--- src/rtl/fetch_exc_unit_if.sv ---
// fetch_exc_unit_if: instruction-memory bus between the fetch stage and imem
interface fetch_exc_unit_if #(parameter int N = 64);
  logic [N-1:0] imem_addr;
  logic [31:0]  imem_data;
  logic         imem_ready;
  modport master (output imem_addr, input imem_data, imem_ready);
  modport slave  (input imem_addr, output imem_data, imem_ready);
endinterface

--- src/rtl/fetch_exc_unit.sv ---
// fetch_exc_unit: PC, next-PC selection and exception entry/return sequencing
module fetch_exc_unit #(
  parameter int           N          = 64,
  parameter logic [N-1:0] RESET_PC   = 64'h0,
  parameter logic [N-1:0] EXC_VECTOR = 64'hD8,
  parameter logic [3:0]   IRQ_CAUSE  = 4'hF
) (
  input  logic                 clk,
  input  logic                 reset,
  fetch_exc_unit_if.master     bus,
  output logic [31:0]          instr,
  output logic                 instr_valid,
  output logic [N-1:0]         PC,
  input  logic [N-1:0]         PCBranch,
  input  logic                 PCSrc,
  input  logic                 Exc,
  input  logic [3:0]           ExcCause,
  input  logic                 IRQ,
  input  logic                 ERet,
  output logic [N-1:0]         ELR,
  output logic [3:0]           ESR,
  output logic                 EMode,
  output logic                 Halted
);
  typedef enum logic [1:0] {NORMAL = 2'b00, HANDLER = 2'b01, HALT = 2'b10} state_t;
  state_t       state, state_n;
  logic [N-1:0] pc, pc_n, elr, elr_n, nxt;
  logic [3:0]   esr, esr_n;
  always_ff @(posedge clk) begin
    if (!reset) begin
      pc    <= RESET_PC;
      elr   <= '0;
      esr   <= '0;
      state <= NORMAL;
    end else begin
      pc    <= pc_n;
      elr   <= elr_n;
      esr   <= esr_n;
      state <= state_n;
    end
  end
  assign instr_valid   = bus.imem_ready && state != HALT;
  assign instr         = instr_valid ? bus.imem_data : 32'h0;
  assign bus.imem_addr = pc;
  assign PC            = pc;
  assign ELR           = elr;
  assign ESR           = esr;
  assign EMode         = state == HANDLER;
  assign Halted        = state == HALT;
  assign nxt           = PCSrc ? PCBranch : pc + N'(4);
  // IRQ entry lets the current instruction finish, so it links to nxt; Exc links to the faulting PC
  always_comb begin
    pc_n    = pc;
    elr_n   = elr;
    esr_n   = esr;
    state_n = state;
    if (instr_valid && state == NORMAL) begin
      if (Exc || IRQ) begin
        elr_n   = Exc ? pc : nxt;
        esr_n   = Exc ? ExcCause : IRQ_CAUSE;
        pc_n    = EXC_VECTOR;
        state_n = HANDLER;
      end else
        pc_n = nxt;
    end else if (instr_valid && state == HANDLER) begin
      if (Exc)
        state_n = HALT;
      else if (ERet) begin
        pc_n    = elr;
        state_n = NORMAL;
      end else
        pc_n = nxt;
    end
  end
endmodule

--- src/flat_wrapper.sv ---
// flat-port wrapper written by rule: the top's interface ports become plain ports
module fetch_exc_unit_flat 
#(
  parameter int           N          = 64,
  parameter logic [N-1:0] RESET_PC   = 64'h0,
  parameter logic [N-1:0] EXC_VECTOR = 64'hD8,
  parameter logic [3:0]   IRQ_CAUSE  = 4'hF
)
  (clk, reset, instr, instr_valid, PC, PCBranch, PCSrc, Exc, ExcCause, IRQ, ERet, ELR, ESR, EMode, Halted, bus_imem_addr, bus_imem_data, bus_imem_ready);
  fetch_exc_unit_if #(.N(N)) bus_i ();
  input  logic clk;
  input  logic reset;
  output logic [31:0] instr;
  output logic instr_valid;
  output logic [N-1:0] PC;
  input  logic [N-1:0] PCBranch;
  input  logic PCSrc;
  input  logic Exc;
  input  logic [3:0] ExcCause;
  input  logic IRQ;
  input  logic ERet;
  output logic [N-1:0] ELR;
  output logic [3:0] ESR;
  output logic EMode;
  output logic Halted;
  output wire logic [$bits(bus_i.imem_addr)-1:0] bus_imem_addr;
  input wire logic [$bits(bus_i.imem_data)-1:0] bus_imem_data;
  input wire logic [$bits(bus_i.imem_ready)-1:0] bus_imem_ready;
  assign bus_imem_addr = bus_i.imem_addr;
  assign bus_i.imem_data = bus_imem_data;
  assign bus_i.imem_ready = bus_imem_ready;
  fetch_exc_unit #(.N(N), .RESET_PC(RESET_PC), .EXC_VECTOR(EXC_VECTOR), .IRQ_CAUSE(IRQ_CAUSE)) u_core (.clk(clk), .reset(reset), .bus(bus_i), .instr(instr), .instr_valid(instr_valid), .PC(PC), .PCBranch(PCBranch), .PCSrc(PCSrc), .Exc(Exc), .ExcCause(ExcCause), .IRQ(IRQ), .ERet(ERet), .ELR(ELR), .ESR(ESR), .EMode(EMode), .Halted(Halted));
endmodule
--- config.mk ---
export PLATFORM = sky130hd
export DESIGN_NAME = fetch_exc_unit_flat
export DESIGN_NICKNAME = d
export VERILOG_FILES = /design/src/rtl/fetch_exc_unit_if.sv /design/src/rtl/fetch_exc_unit.sv /design/src/flat_wrapper.sv
export SDC_FILE = /design/constraint.sdc
export NUM_CORES = 1
export LEC_CHECK = 0
export CORE_UTILIZATION = 40
export CTS_CLUSTER_SIZE = 8
export DETAILED_ROUTE_END_ITERATION = 6
export DONT_BUFFER_PORTS = 1
export SLEW_MARGIN = 10
export SYNTH_ARGS = -nofsm -noshare
export SYNTH_HDL_FRONTEND = slang
export SYNTH_SLANG_ARGS = --single-unit
--- constraint.sdc ---
create_clock -name clk -period 7.6 [get_ports clk]
set_input_delay 0.76 -clock clk [delete_from_list [all_inputs] [get_ports clk]]
set_output_delay 0.76 -clock clk [all_outputs]
set_load 0.01 [all_outputs]
* Word-level counts from Yosys, hierarchy flattened
Cells that the tools add are included.
** Storage, ports and cells
- Logic and storage cells :: 34
- Register bits :: 134
- Output and inout port bits :: 231
- Input bits :: 107
** Cells by class
- Eq/ne operators :: 5
- Reductions and logical operators :: 10
- Add/sub/neg operators :: 1
- Muxes and demuxes :: 14
** Operators by type and width (number)
- $mux 64 :: 7
- $add 64x3->64 const B :: 1
- $mux 32 :: 1
- $mux 2 :: 5
- $mux 4 :: 1
- $ne 2x2->1 const B :: 2
- $reduce_and 2->1 :: 2
- $logic_and 1x1->1 :: 3
- $reduce_and 3->1 :: 1
- $reduce_bool 3->1 :: 1
- $eq 2x1->1 const B :: 1
- $eq 2x2->1 const B :: 1
- $logic_not 2->1 :: 1
- $ne 2x1->1 const B :: 1
- $reduce_bool 2->1 :: 1
- $logic_or 1x1->1 :: 1

* Depth between registers and ports, before layout
Gate-level depths: netlist (run 1).
- Depth in word-level cells :: 6
- Mapped depth :: 10
- Depth with buffers taken out :: 8

* Least setup slack after synthesis (run 1)
OpenSTA, ideal clock, no wires.
- Path type :: input port to flip-flop
- Start :: input bus_imem_ready
- End :: register u_core.pc[53], in the netlist u_core.PC[53]
- Data required time :: 7.514 ns
- Data arrival time :: 2.488 ns
- Stages :: 8
- Setup slack :: 5.027 ns
- Path through :: or3b_2 -> clkbuf_1 -> nor2_1 -> nand2_1 -> nor4_1 -> a31oi_1 -> o211a_1 -> a211oi_1
** On the way
- Cells in the longest elaborated chain, start to end :: 4
** Ends and longest elaborated chain
- start, declared :: RTL line flat_wrapper.sv:28 : input wire logic [$bits(bus_i.imem_ready)-1:0] bus_imem_ready;
- $logic_and 1x1->1 * :: RTL line fetch_exc_unit.sv:42 : assign instr_valid = bus.imem_ready && state != HALT;
- $logic_and 1x1->1 (on tied branches) :: RTL line fetch_exc_unit.sv:57, fetch_exc_unit.sv:65
- $ne 2x1->1 (no source line) / $reduce_bool 2->1 (equally long branches)
- $reduce_and 2->1 (no source line)
- end signal, assigned :: RTL line fetch_exc_unit.sv:36 : pc <= pc_n;
- end, declared :: RTL line fetch_exc_unit.sv:27 : logic [N-1:0] pc, pc_n, elr, elr_n, nxt;
Every way passes the cells marked *; elsewhere a longest branch is shown, timed or not.
A chain may end at the register's enable or synchronous reset.

* Final worst setup path (run 1)
- Start :: register u_core.pc[4], in the netlist u_core.PC[4]
- End :: register u_core.pc[60], in the netlist u_core.PC[60]
** On the way
- Cells in the longest elaborated chain, start to end :: 6
** Ends and longest elaborated chain
- $add 64x3->64 * :: RTL line fetch_exc_unit.sv:50 : assign nxt = PCSrc ? PCBranch : pc + N'(4);
- $mux 64 * :: RTL line fetch_exc_unit.sv:50
- $mux 64 :: RTL line fetch_exc_unit.sv:68 : else if (ERet) begin
- $mux 64 :: RTL line fetch_exc_unit.sv:66 : if (Exc)
- $mux 64 :: RTL line fetch_exc_unit.sv:65 : end else if (instr_valid && state == HANDLER) begin
- $mux 64 * :: RTL line fetch_exc_unit.sv:57 : if (instr_valid && state == NORMAL) begin
Every way passes the cells marked *; elsewhere a longest branch is shown, timed or not. The select of a mux whose other input is x is not followed.

==> flow_metrics.py, run 1 <==
metrics = {
    "placed_design": {
        "hpwl_um": 26700,
        "place_inst": 1460,
        "portBuffers": 0,
        "routabilityCongestion": 0.910,
    },
    "worst_setup_path": {
        "crit_path_max_fanout": 14,
        "path_class": "register to register",
        "arrival_ns": 3.99,
        "setup.worst_path.end_class": "register",
        "cp-start-kind": "register",
        "required_ns": 7.91,
    },
    "floorplanning": {
        "die_w_um": 156,
        "rows": 56,
        "die_h_um": 156,
        "ios": 338,
        "initial_core_util_pct": 40.6,
        "coreArea_um2": 23400,
        "die_area_um2": 24400,
    },
    "drt": {
        "drtIter0Drc": 985,
        "ant_nets": 0,
        "via_per_inst": 6.55,
        "drtPass1Iterations": 6,
        "drc": 0,
        "finalWirelength_um": 40200,
        "wire_per_inst_um": 26.9,
        "vias": 9766,
    },
    "yosys": {
        "synthCells": 1299,
        "synth_area_leaders": "dfxtp_1, o21ai_0, nand2_1, a21oi_1, buf_4",
        "async_flop_share_pct": 0,
        "ys_seq_elements": 134,
        "avgSynthCellArea_um2": 7.31,
        "synth_area_um2": 9500,
        "ys_types": 66,
        "netlist_top_cells_count": "dfxtp_1, nand2_1, o21ai_0",
        "yosysMostFrequentCell": "dfxtp_1",
        "synth_edf_count": 0,
        "synthesis.nets": 1407,
        "synth_top_area_share_pct": 28.2,
        "synth_ff_type": "dfxtp_1",
        "synth_warnings": 0,
        "synth_seq_area_share_pct": 28.2,
        "synth_largest_area_cell": "dfxtp_1",
    },
    "sta": {
        "min_period_ns": 3.69,
        "hold_viol": 0,
        "period_share_pct": 48.5,
        "drv_slew": 0,
        "rsz0062_at_grt": "false",
        "fmax_mhz": 271,
        "slew_headroom_pct": 18.5,
        "fin_worst_skew_ns": 0.0138,
        "setup_viol": 0,
        "tightest_slew_ns": 1.22,
        "fin_tns_setup_ns": 0,
    },
    "clock_tree": {
        "cts_tree": "done",
        "ctsHoldBuffers": 0,
        "clock_sinks": 134,
        "cts_setup_buffers": 0,
        "cts_buffers": 17,
        "post_cts_resized": 0,
        "path_clk_slew_ns": 0.07,
        "cts.path.max_buffers": 2,
        "clock_latency_ns": 0.44,
        "htreeDepth": 4,
        "cts_root_buf": "clkbuf_16",
    },
    "global_route": {
        "grt_use_total_pct": 32.5,
        "first_global_vias": 9062,
        "antenna_found_initial": 0,
        "grt_pass1_wl_um": 59400,
        "grt_overflow": 0,
        "grt_max_degree": 94,
    },
    "cells_and_area": {
        "fin_util_pct": 41.5,
        "drive_gt1_share_pct": 6.73,
        "syn_to_final_growth_pct": 2.16,
        "nets": 1268,
        "fillerInstances": 2463,
        "seqCellArea_um2": 2680,
        "multi_input_area_um2": 5900,
        "final_cells": 1492,
        "n_antenna_cell": 0,
    },
    "min_path": {
        "min_path_type": "input pin to register",
    },
    "power": {
        "p_leak_nw": 3.42,
        "powerDensity_nw_per_um2": 217,
        "peakVddDrop_mv": 0.141,
    },
    "status": {
        "status": "finished, final reports clean",
    },
    "job": {
        "drv_cap": 0,
    },
}
## power breakdown
part,internal (mW),total (mW),switching (mW)
Combinational,0.132,0.348,0.216
Clock,0.432,0.820,0.389
Sequential,0.764,0.934,0.170
Total,1.33,2.10,0.775
## layout make-up
type	count	share of cell area, %
Clock buffer	17	4.38
Clock inverter	15	1.39
Inverter	13	0.503
Multi-Input combinational cell	979	60.8
Sequential cell	134	27.6
Tap cell	319	4.11
Timing Repair Buffer	15	1.16
## state kept, by name (all words and copies together), names as in the netlist
name          cells
u_core.ELR       64
u_core.PC        64
u_core.ESR        4
u_core.state      2
## critical path: stages (launching register included)
cell and delay (ns):
dfxtp_1 0.62, nand4_1 0.53, nor2_1 0.92, nand3_1 0.34
nor4_1 0.41, xor2_1 0.24, a21oi_1 0.09, a2111oi_0 0.39
## cells by family after synthesis
logic type | synth area share [%]
buf+inv | 10.1
fa+ha+maj | 0.132
flops | 28.2
compound gates | 28.1
simple gates | 25.1
xor+xnor | 4.79
mux | 3.57
## final timing paths
check | startpoint | endpoint | slack (ns) | cells past startpoint
worst min register to register | u_core.ELR[47] | u_core.ELR[47] | 0.52 | 2
worst max-delay path | u_core.PC[4] | u_core.PC[60] | 3.91 | 7
worst min-delay path | ExcCause[2] | u_core.ESR[2] | 0.47 | 2
worst max register to register | u_core.PC[4] | u_core.PC[60] | 3.91 | 7
## placed cells by master, fill, tap and decap left out, drive strengths merged, types with 17 or more instances in the layout
cell,n
a211oi,21
a21oi,98
a221oi,27
a31oi,19
and2,38
clkbuf,17
dfxtp,134
inv,20
mux2i,26
nand2,132
nand2b,19
nand3,44
nand4,32
nor2,111
nor3,29
nor4,18
o211ai,34
o21ai,124
xnor2,24
xor2,28
## per-stage QoR
step	cell area (µm²)	hold slack (ns)	power, mW	setup WS [ns]
after global routing	9710	0.460	2.18	3.57
after floorplan	9500	0.479	1.21	5.03
after CTS	9710	0.460	2.10	4.01
final	9710	0.470	2.10	3.91
after global placement	9150	0.521	1.28	3.96
after detailed placement	9150	0.519	1.29	3.92
## metal layers
layer	global-route usage (%)	up-vias	part of all wire, %
li1	-	4404	-
met1	38.5	4652	37
met2	53.5	613	48
met3	10.9	97	12
met4	13.4	0	3.2
met5	0	-	0
Note: power is estimated with default switching activity, not from simulation.
==> inputs of run 2 (changes only) <==
ABC_AREA = 1   (was not set)
clock period = 3.1 ns   (was 7.6 ns; I/O delays follow)
==> flow_metrics.py, run 2 <==
metrics = {
    "status": {
        "status": "finished, final reports clean",
    },
    "worst_setup_path": {
        "crit_start": "u_core.state[1]",
        "crit_slowest_cell": "inv_1",
        "setup.worst_path.end_class": "output pin",
        "r2r_cells": 10,
        "path_cells": "inv_1, nor2_1, nor2_1, inv_1, nor2_1",
        "r2r_end": "u_core.ELR[38]",
        "critical_path_depth": 5,
        "cp-start-kind": "register",
        "r2r_start": "u_core.PC[3]",
        "required_ns": 2.79,
        "slowest_delay_ns": 0.51,
        "critPathTopFamily": "simple AND/OR/NAND/NOR gates",
        "cpMostUsedCell": "nor2_1",
        "path_buf_inv": 2,
        "critPathCapture": "instr[21]",
        "arrival_ns": 2.33,
        "crit_path_max_fanout": 32,
        "path_class": "register to output pin",
        "rrSetupSlack_ns": 0.70,
    },
    "yosys": {
        "synth_top_area_share_pct": 27.4,
        "synth_area_leaders": "dfxtp_1, nand2_1, a21oi_1, o21ai_0, nor2_1",
        "synth_edf_count": 0,
        "synth_warnings": 0,
        "synth_largest_area_cell": "dfxtp_1",
        "synth_seq_area_share_pct": 27.4,
        "async_flop_share_pct": 0,
        "avgSynthCellArea_um2": 5.84,
        "synth_ff_type": "dfxtp_1",
        "ys_seq_elements": 134,
        "ys_types": 44,
        "synth_area_um2": 9800,
        "synthCells": 1679,
        "yosysMostFrequentCell": "nand2_1",
        "synthesis.nets": 1787,
        "netlist_top_cells_count": "nand2_1, a21oi_1, nor2_1",
    },
    "clock_tree": {
        "post_cts_resized": 0,
        "htreeDepth": 4,
        "cts_root_buf": "clkbuf_16",
        "clock_latency_ns": 0.43,
        "cts.path.max_buffers": 2,
        "cts_buffers": 17,
        "clock_sinks": 134,
        "path_clk_slew_ns": 0.07,
        "cts_tree": "done",
    },
    "drt": {
        "drtPass1Iterations": 5,
        "drtIter0Drc": 1054,
        "via_per_inst": 5.62,
        "finalWirelength_um": 39500,
        "ant_nets": 0,
        "wire_per_inst_um": 20.7,
        "drc": 0,
        "vias": 10708,
    },
    "global_route": {
        "grt_overflow": 0,
        "first_global_vias": 9982,
        "grt_use_total_pct": 31.3,
        "grt_pass1_wl_um": 59000,
        "grt_max_degree": 100,
        "antenna_found_initial": 1,
    },
    "floorplanning": {
        "ios": 338,
        "die_h_um": 159,
        "rows": 56,
        "initial_core_util_pct": 41.3,
        "coreArea_um2": 23800,
        "die_w_um": 159,
        "die_area_um2": 25100,
    },
    "sta": {
        "hold_viol": 0,
        "tightest_slew_ns": 0.888,
        "fin_worst_skew_ns": 0.0136,
        "fmax_mhz": 379,
        "min_period_ns": 2.64,
        "hold_slack_ns": 0.0145,
        "setup_viol": 0,
        "period_share_pct": 85.0,
        "slew_headroom_pct": 40.8,
        "rsz0062_at_grt": "false",
        "drv_slew": 0,
        "setup_slack_ns": 0.465,
        "fin_tns_setup_ns": 0,
    },
    "cells_and_area": {
        "nets": 1682,
        "final_common_cell": "nand2_1",
        "drive_gt1_share_pct": 7.25,
        "syn_to_final_growth_pct": 4.91,
        "final_cell_area_um2": 10300,
        "final_cell_mix": "nand2_1, a21oi_1, nor2_1",
        "fillerInstances": 2541,
    },
    "min_path": {
        "min_path_type": "input pin to register",
    },
    "power": {
        "peakVddDrop_mv": 0.294,
        "p_total_mw": 5.68,
        "p_leak_nw": 4.23,
        "powerDensity_nw_per_um2": 552,
    },
    "placed_design": {
        "routabilityCongestion": 0.945,
        "portBuffers": 0,
        "hpwl_um": 27800,
        "placed_area_um2": 9640,
        "dpl_worst_slack_ns": 0.769,
    },
    "job": {
        "drv_cap": 0,
    },
}
[run 2: cell types whose count changed in the layout (fill, tap and decap cells not counted), sizes merged, moves of 29 or more]
| cell | previous run | this run |
|---|---|---|
| inv | 20 | 118 |
| nand3 | 44 | 100 |
| nand2 | 132 | 547 |
| nor2 | 111 | 176 |
| o211ai | 34 | 4 |
| o21ai | 124 | 153 |
| and2 | 38 | 0 |
| a21oi | 98 | 193 |
[run 2: layout make-up]
type | instances | area, µm² | share of cell area, %
Multi-Input combinational cell | 1268 | 5830 | 56.7
Clock buffer | 20 | 447 | 4.34
Antenna cell | 1 | 2.50 | 0.0243
Inverter | 118 | 443 | 4.31
Clock inverter | 12 | 176 | 1.72
Sequential cell | 134 | 2680 | 26.1
Tap cell | 319 | 399 | 3.88
Timing Repair Buffer | 35 | 305 | 2.97
[run 2: report_power, final]
group / total, mW / leakage [nW] / switching (mW) / internal [mW]
Clock: 2.22 / 0.300 / 0.855 / 1.37
Sequential: 2.30 / 1.10 / 0.395 / 1.90
Combinational: 1.16 / 2.82 / 0.775 / 0.382
[run 2: stage by stage]
step | util (%) | instances
5_1_grt | 43.3 | 1907
2_1_floorplan | - | 1679
6_report | 43.3 | 1907
3_5_place_dp | 40.6 | 1872
3_3_place_gp | 40.6 | 1872
4_1_cts | 43.2 | 1905
[run 2: worst register-to-register path, delay by kind of cell (launching register included)]
kind | cells | cell delay [ns]
AND/OR/NAND/NOR | 7 | 1.26
buffers and inverters | 1 | 0.09
flip-flops | 1 | 0.56
AO/OA/AOI/OAI | 1 | 0.05
adder cells (fa/ha/maj) | 1 | 0.31
[run 2: timing repair]
| item | CTS | global route |
|---|---|---|
| hold buffers | 1 | 1 |
| hold endpoints to repair | 1 | 1 |
| buffers inserted | 0 | 0 |
[run 2: cells by family (layout without fill, tap and decap cells)]
logic type / after synthesis / after routing / synth area share [%]
other cells: 0 / 1 / 0
simple gates: 850 / 850 / 36.1
xor+xnor: 17 / 17 / 1.52
compound gates: 399 / 399 / 21.5
fa+ha+maj: 1 / 1 / 0.128
buf+inv: 277 / 185 / 13.3
flops: 134 / 134 / 27.4
mux: 1 / 1 / 0.102
[run 2: per-layer routing]
metal	global-route usage (%)	vias to the layer above	routed length, µm
met4	13.4	0	1290
met3	8.11	67	3370
met2	51.6	529	18200
met5	0	-	0
li1	-	5178	-
met1	38.4	4934	16600
[run 2: how the worst min path moves through the flow]
stage	startpoint	end	slack [ns]	depth (start not counted)
2_1_floorplan	ExcCause[0]	u_core.ESR[0]	0.45	2
3_3_place_gp	reset	u_core.state[1]	0.45	2
3_5_place_dp	reset	u_core.state[1]	0.46	2
4_1_cts	ExcCause[3]	u_core.ESR[3]	0.005	2
5_1_grt	ExcCause[1]	u_core.ESR[1]	0.005	2
6_report	ExcCause[0]	u_core.ESR[0]	0.01	2
